[src/rtl/mc_ctrl.sv]
// mc_ctrl -- multi-cycle control FSM for the shared-ALU / shared-memory MIPS datapath.
//
// Each instruction walks FETCH -> DECODE -> (EXEC -> MEM_RD/MEM_WR -> WB | BRANCH | JUMP)
// and returns to FETCH. The datapath strobes are decoded from the current state and from
// the opcode/funct captured when the FSM enters DECODE. The only live inputs that reach the
// strobes are `zero` in BRANCH and `dm_ready` in MEM_WR.
//
// Ports:
//   clk, reset         rising-edge clock, synchronous active-high reset
//   opcode, funct      instr[31:26] / instr[5:0] from the IR
//   zero               ALU zero flag (beq condition)
//   dm_ready           data memory finished the current read/write
//   pc_write, pc_src   PC load enable / next-PC select
//   ir_write           IR load enable
//   reg_write, reg_dst, jal, mem_to_reg   GRF write controls
//   mem_read, mem_write                   DM requests
//   alu_src, alu_control, ext_control     ALU operand / operation / immediate extension
//   state              current state code
//   instr_done         pulse in an instruction's final state
//   illegal            pulse in DECODE for an undecoded instruction
module mc_ctrl #(
    parameter int STATE_W = 3
) (
    input  logic               clk,
    input  logic               reset,
    input  logic [5:0]         opcode,
    input  logic [5:0]         funct,
    input  logic               zero,
    input  logic               dm_ready,
    output logic               pc_write,
    output logic [1:0]         pc_src,
    output logic               ir_write,
    output logic               reg_write,
    output logic               reg_dst,
    output logic               jal,
    output logic               mem_to_reg,
    output logic               mem_read,
    output logic               mem_write,
    output logic               alu_src,
    output logic [3:0]         alu_control,
    output logic               ext_control,
    output logic [STATE_W-1:0] state,
    output logic               instr_done,
    output logic               illegal
);

    typedef enum logic [2:0] {
        S_FETCH  = 3'd0,
        S_DECODE = 3'd1,
        S_EXEC   = 3'd2,
        S_MEM_RD = 3'd3,
        S_MEM_WR = 3'd4,
        S_WB     = 3'd5,
        S_BRANCH = 3'd6,
        S_JUMP   = 3'd7
    } state_t;

    state_t     cur;
    logic [5:0] op_q;
    logic [5:0] fn_q;

    // Instruction class, decoded from the captured fields only, so IR updates
    // after DECODE cannot disturb an instruction already in flight.
    logic is_r, is_addu, is_subu, is_jr, is_ori, is_lui, is_lw, is_sw;
    logic is_beq, is_j, is_jal, is_exec, is_jmp;

    assign is_r    = (op_q == 6'b000000);
    assign is_addu = is_r && (fn_q == 6'b100001);
    assign is_subu = is_r && (fn_q == 6'b100011);
    assign is_jr   = is_r && (fn_q == 6'b001000);
    assign is_ori  = (op_q == 6'b001101);
    assign is_lui  = (op_q == 6'b001111);
    assign is_lw   = (op_q == 6'b100011);
    assign is_sw   = (op_q == 6'b101011);
    assign is_beq  = (op_q == 6'b000100);
    assign is_j    = (op_q == 6'b000010);
    assign is_jal  = (op_q == 6'b000011);
    assign is_exec = is_addu | is_subu | is_ori | is_lui | is_lw | is_sw;
    assign is_jmp  = is_j | is_jal | is_jr;

    always_ff @(posedge clk) begin
        if (reset) begin
            cur  <= S_FETCH;
            op_q <= 6'd0;
            fn_q <= 6'd0;
        end else begin
            case (cur)
                S_FETCH: begin
                    op_q <= opcode;
                    fn_q <= funct;
                    cur  <= S_DECODE;
                end
                S_DECODE: begin
                    if (is_exec)     cur <= S_EXEC;
                    else if (is_beq) cur <= S_BRANCH;
                    else if (is_jmp) cur <= S_JUMP;
                    else             cur <= S_FETCH;   // illegal: retire as a nop
                end
                S_EXEC: begin
                    if (is_lw)       cur <= S_MEM_RD;
                    else if (is_sw)  cur <= S_MEM_WR;
                    else             cur <= S_WB;
                end
                S_MEM_RD: if (dm_ready) cur <= S_WB;
                S_MEM_WR: if (dm_ready) cur <= S_FETCH;
                default:  cur <= S_FETCH;              // WB, BRANCH, JUMP are final states
            endcase
        end
    end

    // Reset forces every strobe low immediately, not just after the next edge,
    // so an aborted instruction cannot issue a write while reset is held.
    always_comb begin
        pc_write    = 1'b0;
        pc_src      = 2'b00;
        ir_write    = 1'b0;
        reg_write   = 1'b0;
        reg_dst     = 1'b0;
        jal         = 1'b0;
        mem_to_reg  = 1'b0;
        mem_read    = 1'b0;
        mem_write   = 1'b0;
        alu_src     = 1'b0;
        alu_control = 4'b0000;
        ext_control = 1'b0;
        instr_done  = 1'b0;
        illegal     = 1'b0;
        state       = '0;
        if (!reset) begin
            state = STATE_W'(cur);
            case (cur)
                S_FETCH: begin
                    ir_write = 1'b1;
                    pc_write = 1'b1;
                end
                S_DECODE: begin
                    if (!(is_exec | is_beq | is_jmp)) begin
                        illegal    = 1'b1;
                        instr_done = 1'b1;
                    end
                end
                // WB keeps the EXEC ALU settings so the result path stays stable
                // through the register write.
                S_EXEC, S_WB: begin
                    if (is_subu) begin
                        alu_control = 4'b0001;
                    end else if (is_ori) begin
                        alu_control = 4'b0010;
                        alu_src     = 1'b1;
                    end else if (is_lui) begin
                        alu_control = 4'b0011;
                        alu_src     = 1'b1;
                    end else if (is_lw | is_sw) begin
                        alu_src     = 1'b1;
                        ext_control = 1'b1;
                    end
                    if (cur == S_WB) begin
                        reg_write  = 1'b1;
                        instr_done = 1'b1;
                        reg_dst    = is_r;
                        mem_to_reg = is_lw;
                    end
                end
                S_MEM_RD: mem_read = 1'b1;
                S_MEM_WR: begin
                    mem_write  = 1'b1;
                    instr_done = dm_ready;
                end
                S_BRANCH: begin
                    alu_control = 4'b0001;
                    ext_control = 1'b1;
                    pc_src      = 2'b01;
                    pc_write    = zero;
                    instr_done  = 1'b1;
                end
                S_JUMP: begin
                    pc_write   = 1'b1;
                    instr_done = 1'b1;
                    pc_src     = is_jr ? 2'b11 : 2'b10;
                    jal        = is_jal;
                    reg_write  = is_jal;
                end
                default: ;
            endcase
        end
    end

endmodule

[config.mk]
export PLATFORM = sky130hd
export DESIGN_NAME = mc_ctrl
export DESIGN_NICKNAME = d
export VERILOG_FILES = /design/src/rtl/mc_ctrl.sv
export SDC_FILE = /design/constraint.sdc
export NUM_CORES = 1
export LEC_CHECK = 0
export CAP_MARGIN = 20
export CORE_MARGIN = 2
export CORE_UTILIZATION = 39
export CTS_CLUSTER_DIAMETER = 200
export DETAILED_ROUTE_END_ITERATION = 16
export PLACE_DENSITY = 0.71
export SLEW_MARGIN = 20
export SYNTH_ARGS = -nofsm -noshare
export SYNTH_HDL_FRONTEND = slang
export SYNTH_SLANG_ARGS = --single-unit
export TNS_END_PERCENT = 50
[constraint.sdc]
create_clock -name clk -period 1.8 [get_ports clk]
set_input_delay 0.27 -clock clk [delete_from_list [all_inputs] [get_ports clk]]
set_output_delay 0.27 -clock clk [all_outputs]
set_load 0.03 [all_outputs]
Yosys cells after proc, flatten, opt, wreduce, memory -nomap -nowiden --
Cells that the tools add are included.
Operators by class: mux-type cells 52, reductions and logical operators 9, bitwise operators 10, equality and inequality tests 19
Operator list (count):
- $mux W1 | 33
- $eq A6 B6 Y1 const B | 4
- $mux W3 | 7
- $eq A6 B4 Y1 const B | 3
- $pmux W3 S5 | 1
- $eq A3 B3 Y1 const B | 4
- $eq A6 B2 Y1 const B | 2
- $mux W2 | 5
- $or A1 B1 Y1 | 10
- $pmux W2 S2 | 2
- $eq A3 B2 Y1 const B | 2
- $eq A6 B3 Y1 const B | 1
- $logic_not A6 Y1 | 1
- $pmux W1 S2 | 3
- $reduce_or A2 Y1 | 3
- $ne A2 B2 Y1 const B | 2
- $pmux W1 S4 | 1
- $eq A3 B1 Y1 const B | 1
- $logic_and A1 B1 Y1 | 3
- $logic_not A3 Y1 | 1
- $reduce_and A2 Y1 | 1
Storage, ports and cells: word-level logic and storage cells 93, flip-flop bits (word level) 15, input port bits 16

Depth between registers and ports, before layout --
Gate-level depths: netlist of run 1.
depth in word-level cells 12, mapped depth 6

Worst setup path before layout of run 1 --
Ideal clock, no wire load.
path type reg2out, from register op_q[3], to output alu_src, setup slack -560 ps, arrival time 2090 ps, stages on the path, launching flop included 5, path buffers 0, path through dfxtp_1 nor4_1 and4_2 a211o_1 nor4b_1
Between the ends: word-level cells in the longest chain between the ends 8, elaborated cells on any way between the ends 13
RTL lines:
- from (decl) | RTL line 59 | logic [5:0] op_q;
- from (signal assigned) | RTL line 89 | op_q <= opcode;
- $eq A6 B6 Y1 (on tied branches) | RTL line 73, 74
- $or A1 B1 Y1 | RTL line 153 | end else if (is_lw | is_sw) begin
- $mux W1 | RTL line 153
- $mux W1 | RTL line 150 | end else if (is_lui) begin
- $mux W1 | RTL line 147 | end else if (is_ori) begin
- $mux W1 * | RTL line 145 | if (is_subu) begin
- $mux W1 * | RTL line 131 | case (cur)
- $mux W1 * | RTL line 129 | if (!reset) begin
- to (decl) | RTL line 39 | output logic alu_src,
Mark *: on every way between the ends. The rest lies on a longest branch, timed or not.

Worst setup path in the final report of run 1 --
from register fn_q[5], to output instr_done
Between the ends: word-level cells in the longest chain between the ends 12, elaborated cells on any way between the ends 17
RTL lines:
- from (decl) | RTL line 60 | logic [5:0] fn_q;
- from (signal assigned) | RTL line 90 | fn_q <= funct;
- $eq A6 B6 Y1 (on tied branches) | RTL line 68, 69
- $logic_and A1 B1 Y1 (on tied branches) | RTL line 68, 69
- $or A1 B1 Y1 (5 in a row) | RTL line 78 | assign is_exec = is_addu | is_subu | is_ori | is_lui | is_lw | is_sw;
- $or A1 B1 Y1 | RTL line 137 | if (!(is_exec | is_beq | is_jmp)) begin
- $or A1 B1 Y1 * | RTL line 137
- $mux W1 * | RTL line 137
- $pmux W1 S4 * | RTL line 131
- $mux W1 * | RTL line 129
- to (decl) | RTL line 43 | output logic instr_done,
Marks and branches as above.

==> results of run 1 <==
Yosys cell counts (2+ instances only):
| cell | count |
|---|---|
| nor4_1 | 3 |
| nor4b_1 | 3 |
| a21oi_1 | 19 |
| inv_1 | 4 |
| and3_1 | 2 |
| nand2_1 | 31 |
| or4b_1 | 2 |
| nor2b_1 | 4 |
| dfxtp_1 | 15 |
| nand2b_1 | 5 |
| buf_4 | 3 |
| o21ai_0 | 3 |
| nand3_1 | 2 |
| nor2_1 | 9 |
| nor3_1 | 4 |
| clkbuf_1 | 8 |
routing by layer:
metal / global-route usage, % / part of all wire, %
met1: 30.2 / 40
met2: 45.3 / 55
met3: 2.78 / 3.1
met4: 11.1 / 2.0
met5: 0 / 0
cells in the final DEF, fill, tap and decap left out, types with 2 or more instances in the layout:
cell,instances
a21oi_2,2
clkbuf_4,3
nand2_1,31
nor2b_1,2
o21ai_1,3
conb_1,2
nor2_1,8
dfxtp_2,4
buf_4,42
and3_1,2
nand2b_4,3
a21oi_1,17
inv_1,4
nor3_1,3
nor4_4,3
buf_6,11
dfxtp_1,10
clkdlybuf4s50_1,14
nand2b_1,2
through the flow:
stage	setup slack, ns	util [%]	cell area [um^2]	total power, uW
4_1_cts	-0.438	71.8	1730	1310
3_3_place_gp	-0.127	63.7	1540	1000
2_1_floorplan	-0.104	-	1040	757
6_report	-0.441	73.5	1770	1330
3_5_place_dp	-0.173	63.7	1540	1020
5_1_grt	-0.484	73.5	1770	1420
path summary, 6_finish.rpt:
| check | startpoint | endpoint | slack, ns | cells after the start |
|---|---|---|---|---|
| worst min register to register | fn_q[3]$_SDFFE_PP0P_ | fn_q[3]$_SDFFE_PP0P_ | 0.50 | 2 |
| worst max-delay path | fn_q[5]$_SDFFE_PP0P_ | instr_done | -0.44 | 6 |
| worst max register to register | fn_q[5]$_SDFFE_PP0P_ | cur[2]$_SDFFE_PP0P_ | -0.21 | 6 |
| worst min-delay path | fn_q[3]$_SDFFE_PP0P_ | fn_q[3]$_SDFFE_PP0P_ | 0.50 | 2 |
flip-flops by register name, indices dropped and copies added (netlist names):
signal  flops
op_q        6
cur         3
fn_q        6
tightest hold or removal path, delay by kind of cell (launching register included):
family           cells  cell delay (ns)
AND/OR/NAND/NOR      1             0.06
AO/OA/AOI/OAI        1             0.06
flip-flops           1             0.34
logic make-up (layout without fill, tap and decap cells):
kind of cell	after synthesis	after routing	synth area share (%)
other cells	1	2	0.386
compound gates	33	33	20.2
simple gates	74	74	40.0
flops	15	15	30.9
buf+inv	16	76	7.46
mux	1	1	1.03
layout make-up:
type,count,area (um^2)
fill,187,638
clock inverter,1,5.00
clock buffer,3,22.5
sequential,15,309
timing repair buffer,68,588
tap,30,37.5
inverter,4,15.0
multi-input combinational,110,795
power by group:
group,switching (uW),internal (uW),total (uW)
combinational,362,331,693
clock,121,82.8,204
sequential,49.8,384,434
total,533,798,1330
timing repair:
item,in CTS,in global routing
hold buffers,0,0
resized for setup,34,11
buffers inserted,4,1
pin swaps,10,2
endpoints found under the setup margin,14,14
gates cloned,0,0
==> results by group, run 1 <==
Floorplan
  – Die area: between 2000 and 3000 um^2
  – Die Wd: 53.9 um
  – Initial core utilization: between 40% and 50%
  – Core box area: ~2400 um^2
  – IO Count: 37
  – Die Ht: between 50 and 60 um
  – Num rows: 18

Placement
  – Final Wtd Congestion: between 0.8 and 0.9
  – Port Buffers: 34
  – Hpwl dp: approximately 2400 um
  – DP Cell Count: 223

Critical path
  – Worst path top cell family by delay: simple AND/OR/NAND/NOR gates
  – Peak fanout along the critical path: 2
  – Buf+Inv Stages, Crit Path: 1
  – Critical Path Start Type: flop
  – CP peak stage delay: 0.54 ns
  – CP required: 1.53 ns
  – Critical Path, Cell by Cell: or4b_4 > nor3_4 > o311ai_2 > and3b_2 > o21bai_4 > buf_6
  – Crit path DAT: approximately 2.0 ns
  – Crit-path slowest cell: or4b_4
  – Setup crit end kind: output port
  – Critical setup path kind: reg2out

Yosys
  – Sequential cell area fraction in the yosys report: about 31%
  – Top-area cell type share of the netlist area: ~30%
  – Main area contributors after synthesis: dfxtp_1, nand2_1, a21oi_1
  – Average size of a mapped cell: a little under 7 um^2
  – Synth cell types: 39
  – Synth Warn #: 0
  – Post-synth EDFFs: 0
  – Asr flop ratio synth: 0%
  – Cell area after synthesis: between 900 and 1000 um^2
  – Mapped Cells: 140
  – Synth Register Bits: 15
  – Synth Flop Type: dfxtp_1
  – Cell accounting for the most synthesized area: dfxtp_1

Clocking
  – Worst-skew pair later-pin latency: 0.29 ns
  – CTS tree: done
  – CTS sink count: 15
  – H-tree levels: 1
  – Root Driver: clkbuf_4
  – Cts bufs inserted: 3
  – Clock Path Buffers: 2
  – Reg clk slew, reported paths: about 0.10 ns

Detailed routing
  – Per-cell routed wire length: around 14 um
  – Initial DRC Count: 13
  – Drt via density: ~5.3
  – Antenna Nets Post-Route: 0
  – Vias: 1221
  – Routed WL: 3280 um
  – DRC viols: 0
  – Initial DRT Pass Iterations: 4

Timing
  – Count of final setup violators: 9
  – Fmax: 446 MHz
  – RSZ-0062 raised after global routing: yes
  – Slew Viols, Final: 0
  – Period utilization: 125%
  – Fin worst setup slack: -0.441 ns
  – Post-route setup TNS: -2.25 ns
  – Max-slew headroom: 60.4%
  – Hold WS: 0.497 ns
  – Endpoints failing hold: 0
  – Crit path time final: roughly 2.2 ns
  – Worst Tran Pin Value: about 0.59 ns
  – Final Skew: 0.00338 ns

Final layout
  – Fraction of layout cells with a size suffix above 1: between 40% and 50%
  – Antenna diodes: 0
  – Post-Layout Cell Count: roughly 230
  – Area Overhead vs Synth: 82.2%
  – Fin nets: roughly 220

Global route
  – Largest net degree at the start of global routing: 18
  – Vias in the first global route: 1183
  – Antenna violations before repair: 0
  – All-Layer GR Usage: about a quarter
  – Total congestion overflow: 0
  – First-pass GRT wire length: about 5300 um

Run
  – Max-cap viol count: 0

Worst hold path
  – Hold WC Path Type: reg2reg

Power and ir drop
  – VDD IR max: 0.780 mV
  – P per Cell Area: between 700 and 800 nW/um^2
  – Lkg Pwr: 0.000749 uW

Outcome
  – Outcome: finished, violations left
  – Failing checks: negative setup slack
No activity file was read; power rests on OpenSTA's default activity.
==> run 2: changes to the inputs <==
MAX_ROUTING_LAYER = met4   (was default)
==> run 2 against run 1 <==
The flow still finishes with violations (negative setup slack). Total power increased by 0.61%. Fmax shrank 0.44%. Routed wire length down 5.4%. Largest power group unchanged. Hold slack gained 0.0020 ns. Combinational power is essentially flat. Highest routed layer unchanged. Non-clock buffer count decreased by 1. Final area up 0.42%. Clock power hardly changed. Cell count decreased by 0.43%. Critical path type unchanged. Critical path depth unchanged. Sequential power rose by 2%.
==> results by group, run 2 (synthesis results as in run 1) <==
Detailed routing
  – DRC viols: 0 (unchanged)
  – Antenna Nets Post-Route: 0 (unchanged)
  – Vias: 1198 (was 1221)
  – Initial DRT Pass Iterations: 4 (unchanged)
  – WL met2: 1690 um (was 1790 um)
  – Drt via density: 5.21 (was 5.29)
  – Routed WL: 3100 um (was 3280 um)
  – WL met3: 90 um (was 102 um)
  – Met1 WL: 1270 um (was 1320 um)
  – Per-cell routed wire length: 13.5 um (was 14.2 um)
  – Uppermost routed layer: met4 (unchanged)
  – Initial DRC Count: 13 (unchanged)

Outcome
  – Failing checks: negative setup slack (unchanged)
  – Outcome: finished, violations left (unchanged)

Final layout
  – Fraction of layout cells with a size suffix above 1: 46.0% (was 44.3%)
  – Fin nets: 217 (was 218)
  – Post-Layout Cell Count: 230 (was 231)
  – Post-Layout Inst Area: 1780 um^2 (was 1770 um^2)
  – Most frequent cells in the layout: buf_4, nand2_1, a21oi_1 (unchanged)
  – Area Overhead vs Synth: 83.0% (was 82.2%)
  – Antenna diodes: 0 (unchanged)
  – Most common cell after layout, fill and taps aside: buf_4 (unchanged)
  – Largest registers: fn_q (6), op_q (6), cur (3) (unchanged)

Placement
  – Hpwl dp: 2330 um (was 2450 um)
  – Final Wtd Congestion: 0.897 (was 0.884)
  – DP Cell Count: 223 (unchanged)
  – Placed inst area: 1540 um^2 (unchanged)
  – Port Buffers: 34 (unchanged)

Critical path
  – Peak fanout along the critical path: 3 (was 2)
  – Critical Path Start Type: flop (unchanged)
  – CP required: 1.53 ns (about the same)
  – Crit path DAT: 1.98 ns (was 1.97 ns)
  – Critical setup path kind: reg2out (unchanged)
  – Setup crit end kind: output port (unchanged)

Run
  – Max-cap viol count: 0 (unchanged)

Timing
  – Endpoints failing hold: 0 (unchanged)
  – Worst Tran Pin Value: 0.681 ns (was 0.587 ns)
  – Crit path time final: 2.25 ns (was 2.24 ns)
  – Hold WS: 0.499 ns (was 0.497 ns)
  – Final Skew: 0.00445 ns (was 0.00338 ns)
  – Period utilization: 125% (about the same)
  – Slew Viols, Final: 0 (unchanged)
  – Fin worst setup slack: -0.451 ns (was -0.441 ns)
  – Max-slew headroom: 54.0% (was 60.4%)
  – Count of final setup violators: 8 (was 9)
  – Fmax: 444 MHz (was 446 MHz)
  – Post-route setup TNS: -2.07 ns (was -2.25 ns)
  – RSZ-0062 raised after global routing: yes (unchanged)

Floorplan
  – Die Ht: 53.9 um (unchanged)
  – IO Count: 37 (unchanged)
  – Core box area: 2410 um^2 (unchanged)
  – Die Wd: 53.9 um (unchanged)
  – Initial core utilization: 40.3% (unchanged)
  – Num rows: 18 (unchanged)
  – Die area: 2910 um^2 (unchanged)

Clocking
  – Cts bufs inserted: 3 (unchanged)
  – H-tree levels: 1 (unchanged)
  – Root Driver: clkbuf_4 (unchanged)
  – CTS tree: done (unchanged)
  – Worst-skew pair later-pin latency: 0.29 ns (about the same)
  – Reg clk slew, reported paths: 0.10 ns (about the same)
  – CTS sink count: 15 (unchanged)
  – Clock Path Buffers: 2 (unchanged)

Global route
  – All-Layer GR Usage: 24.8% (was 25.3%)
  – Vias in the first global route: 1107 (was 1183)
  – Largest net degree at the start of global routing: 18 (unchanged)
  – Total congestion overflow: 0 (unchanged)
  – Antenna violations before repair: 0 (unchanged)
  – First-pass GRT wire length: 5020 um (was 5260 um)

Power and ir drop
  – Clock power share: 15.3% (about the same)
  – Sw power: 531 uW (was 533 uW)
  – VDD IR max: 0.592 mV (was 0.780 mV)
  – P per Cell Area: 753 nW/um^2 (was 751 nW/um^2)
  – Lkg Pwr: 0.000744 uW (was 0.000749 uW)
  – Seq pwr share: 33.0% (was 32.6%)
  – Internal: 809 uW (was 798 uW)
  – Gate power share: 51.7% (was 52.1%)
  – Sw Ratio: 39.6% (was 40.0%)

Worst hold path
  – Hold WC Path Type: reg2reg (unchanged)
-- run 2: stage by stage --
stage	utilization [%]	total power [uW]	setup slack, ns
floorplan	-	757	-0.104
global placement	63.7	1000	-0.128
detailed placement	63.7	1010	-0.167
CTS	72.0	1310	-0.447
global route	73.8	1430	-0.528
finish	73.8	1340	-0.451
-- run 2: area by class of cell --
type                            instances  area (um^2)
Clock buffer                            4         26.3
Fill cell                             189          631
Inverter                                4         15.0
Multi-Input combinational cell        110          806
Sequential cell                        15          314
Tap cell                               30         37.5
Timing Repair Buffer                   67          581
-- run 2: layer usage --
metal | track usage, % | vias to the layer above
li1 | - | 611
met1 | 29.2 | 559
met2 | 42.9 | 23
met3 | 3.06 | 5
met4 | 9.40 | 0
met5 | - | -
-- run 2: repair_timing --
action | 4_1_cts | 5_1_grt
hold buffers | 0 | 0
setup endpoints to repair | 14 | 14
pin swaps | 10 | 6
gates resized for setup | 38 | 14
buffers inserted | 4 | 1
-- run 2: power groups by stage --
stage                     clock (uW)  combinational (uW)  sequential, uW
final                            205                 692             442
after global routing             227                 753             449
after CTS                        213                 667             432
after detailed placement           0                 584             428
after global placement             0                 576             425
after floorplan                    0                 332             425
-- run 2: worst paths after layout --
| kind | depth (start not counted) | start | slack, ns | end |
|---|---|---|---|---|
| worst max-delay path | 6 | fn_q[5]$_SDFFE_PP0P_ | -0.45 | instr_done |
| worst min register to register | 2 | fn_q[3]$_SDFFE_PP0P_ | 0.50 | fn_q[3]$_SDFFE_PP0P_ |
| worst max register to register | 5 | fn_q[5]$_SDFFE_PP0P_ | -0.04 | cur[2]$_SDFFE_PP0P_ |
| worst min-delay path | 2 | fn_q[3]$_SDFFE_PP0P_ | 0.50 | fn_q[3]$_SDFFE_PP0P_ |
-- run 2: worst max-delay path, stage by stage (launching register included) --
cell and delay, ns:
dfxtp_2 0.33, or4b_4 0.54, nor3_4 0.16, o311ai_2 0.12, and3b_2 0.23, o21bai_4 0.16
buf_6 0.14
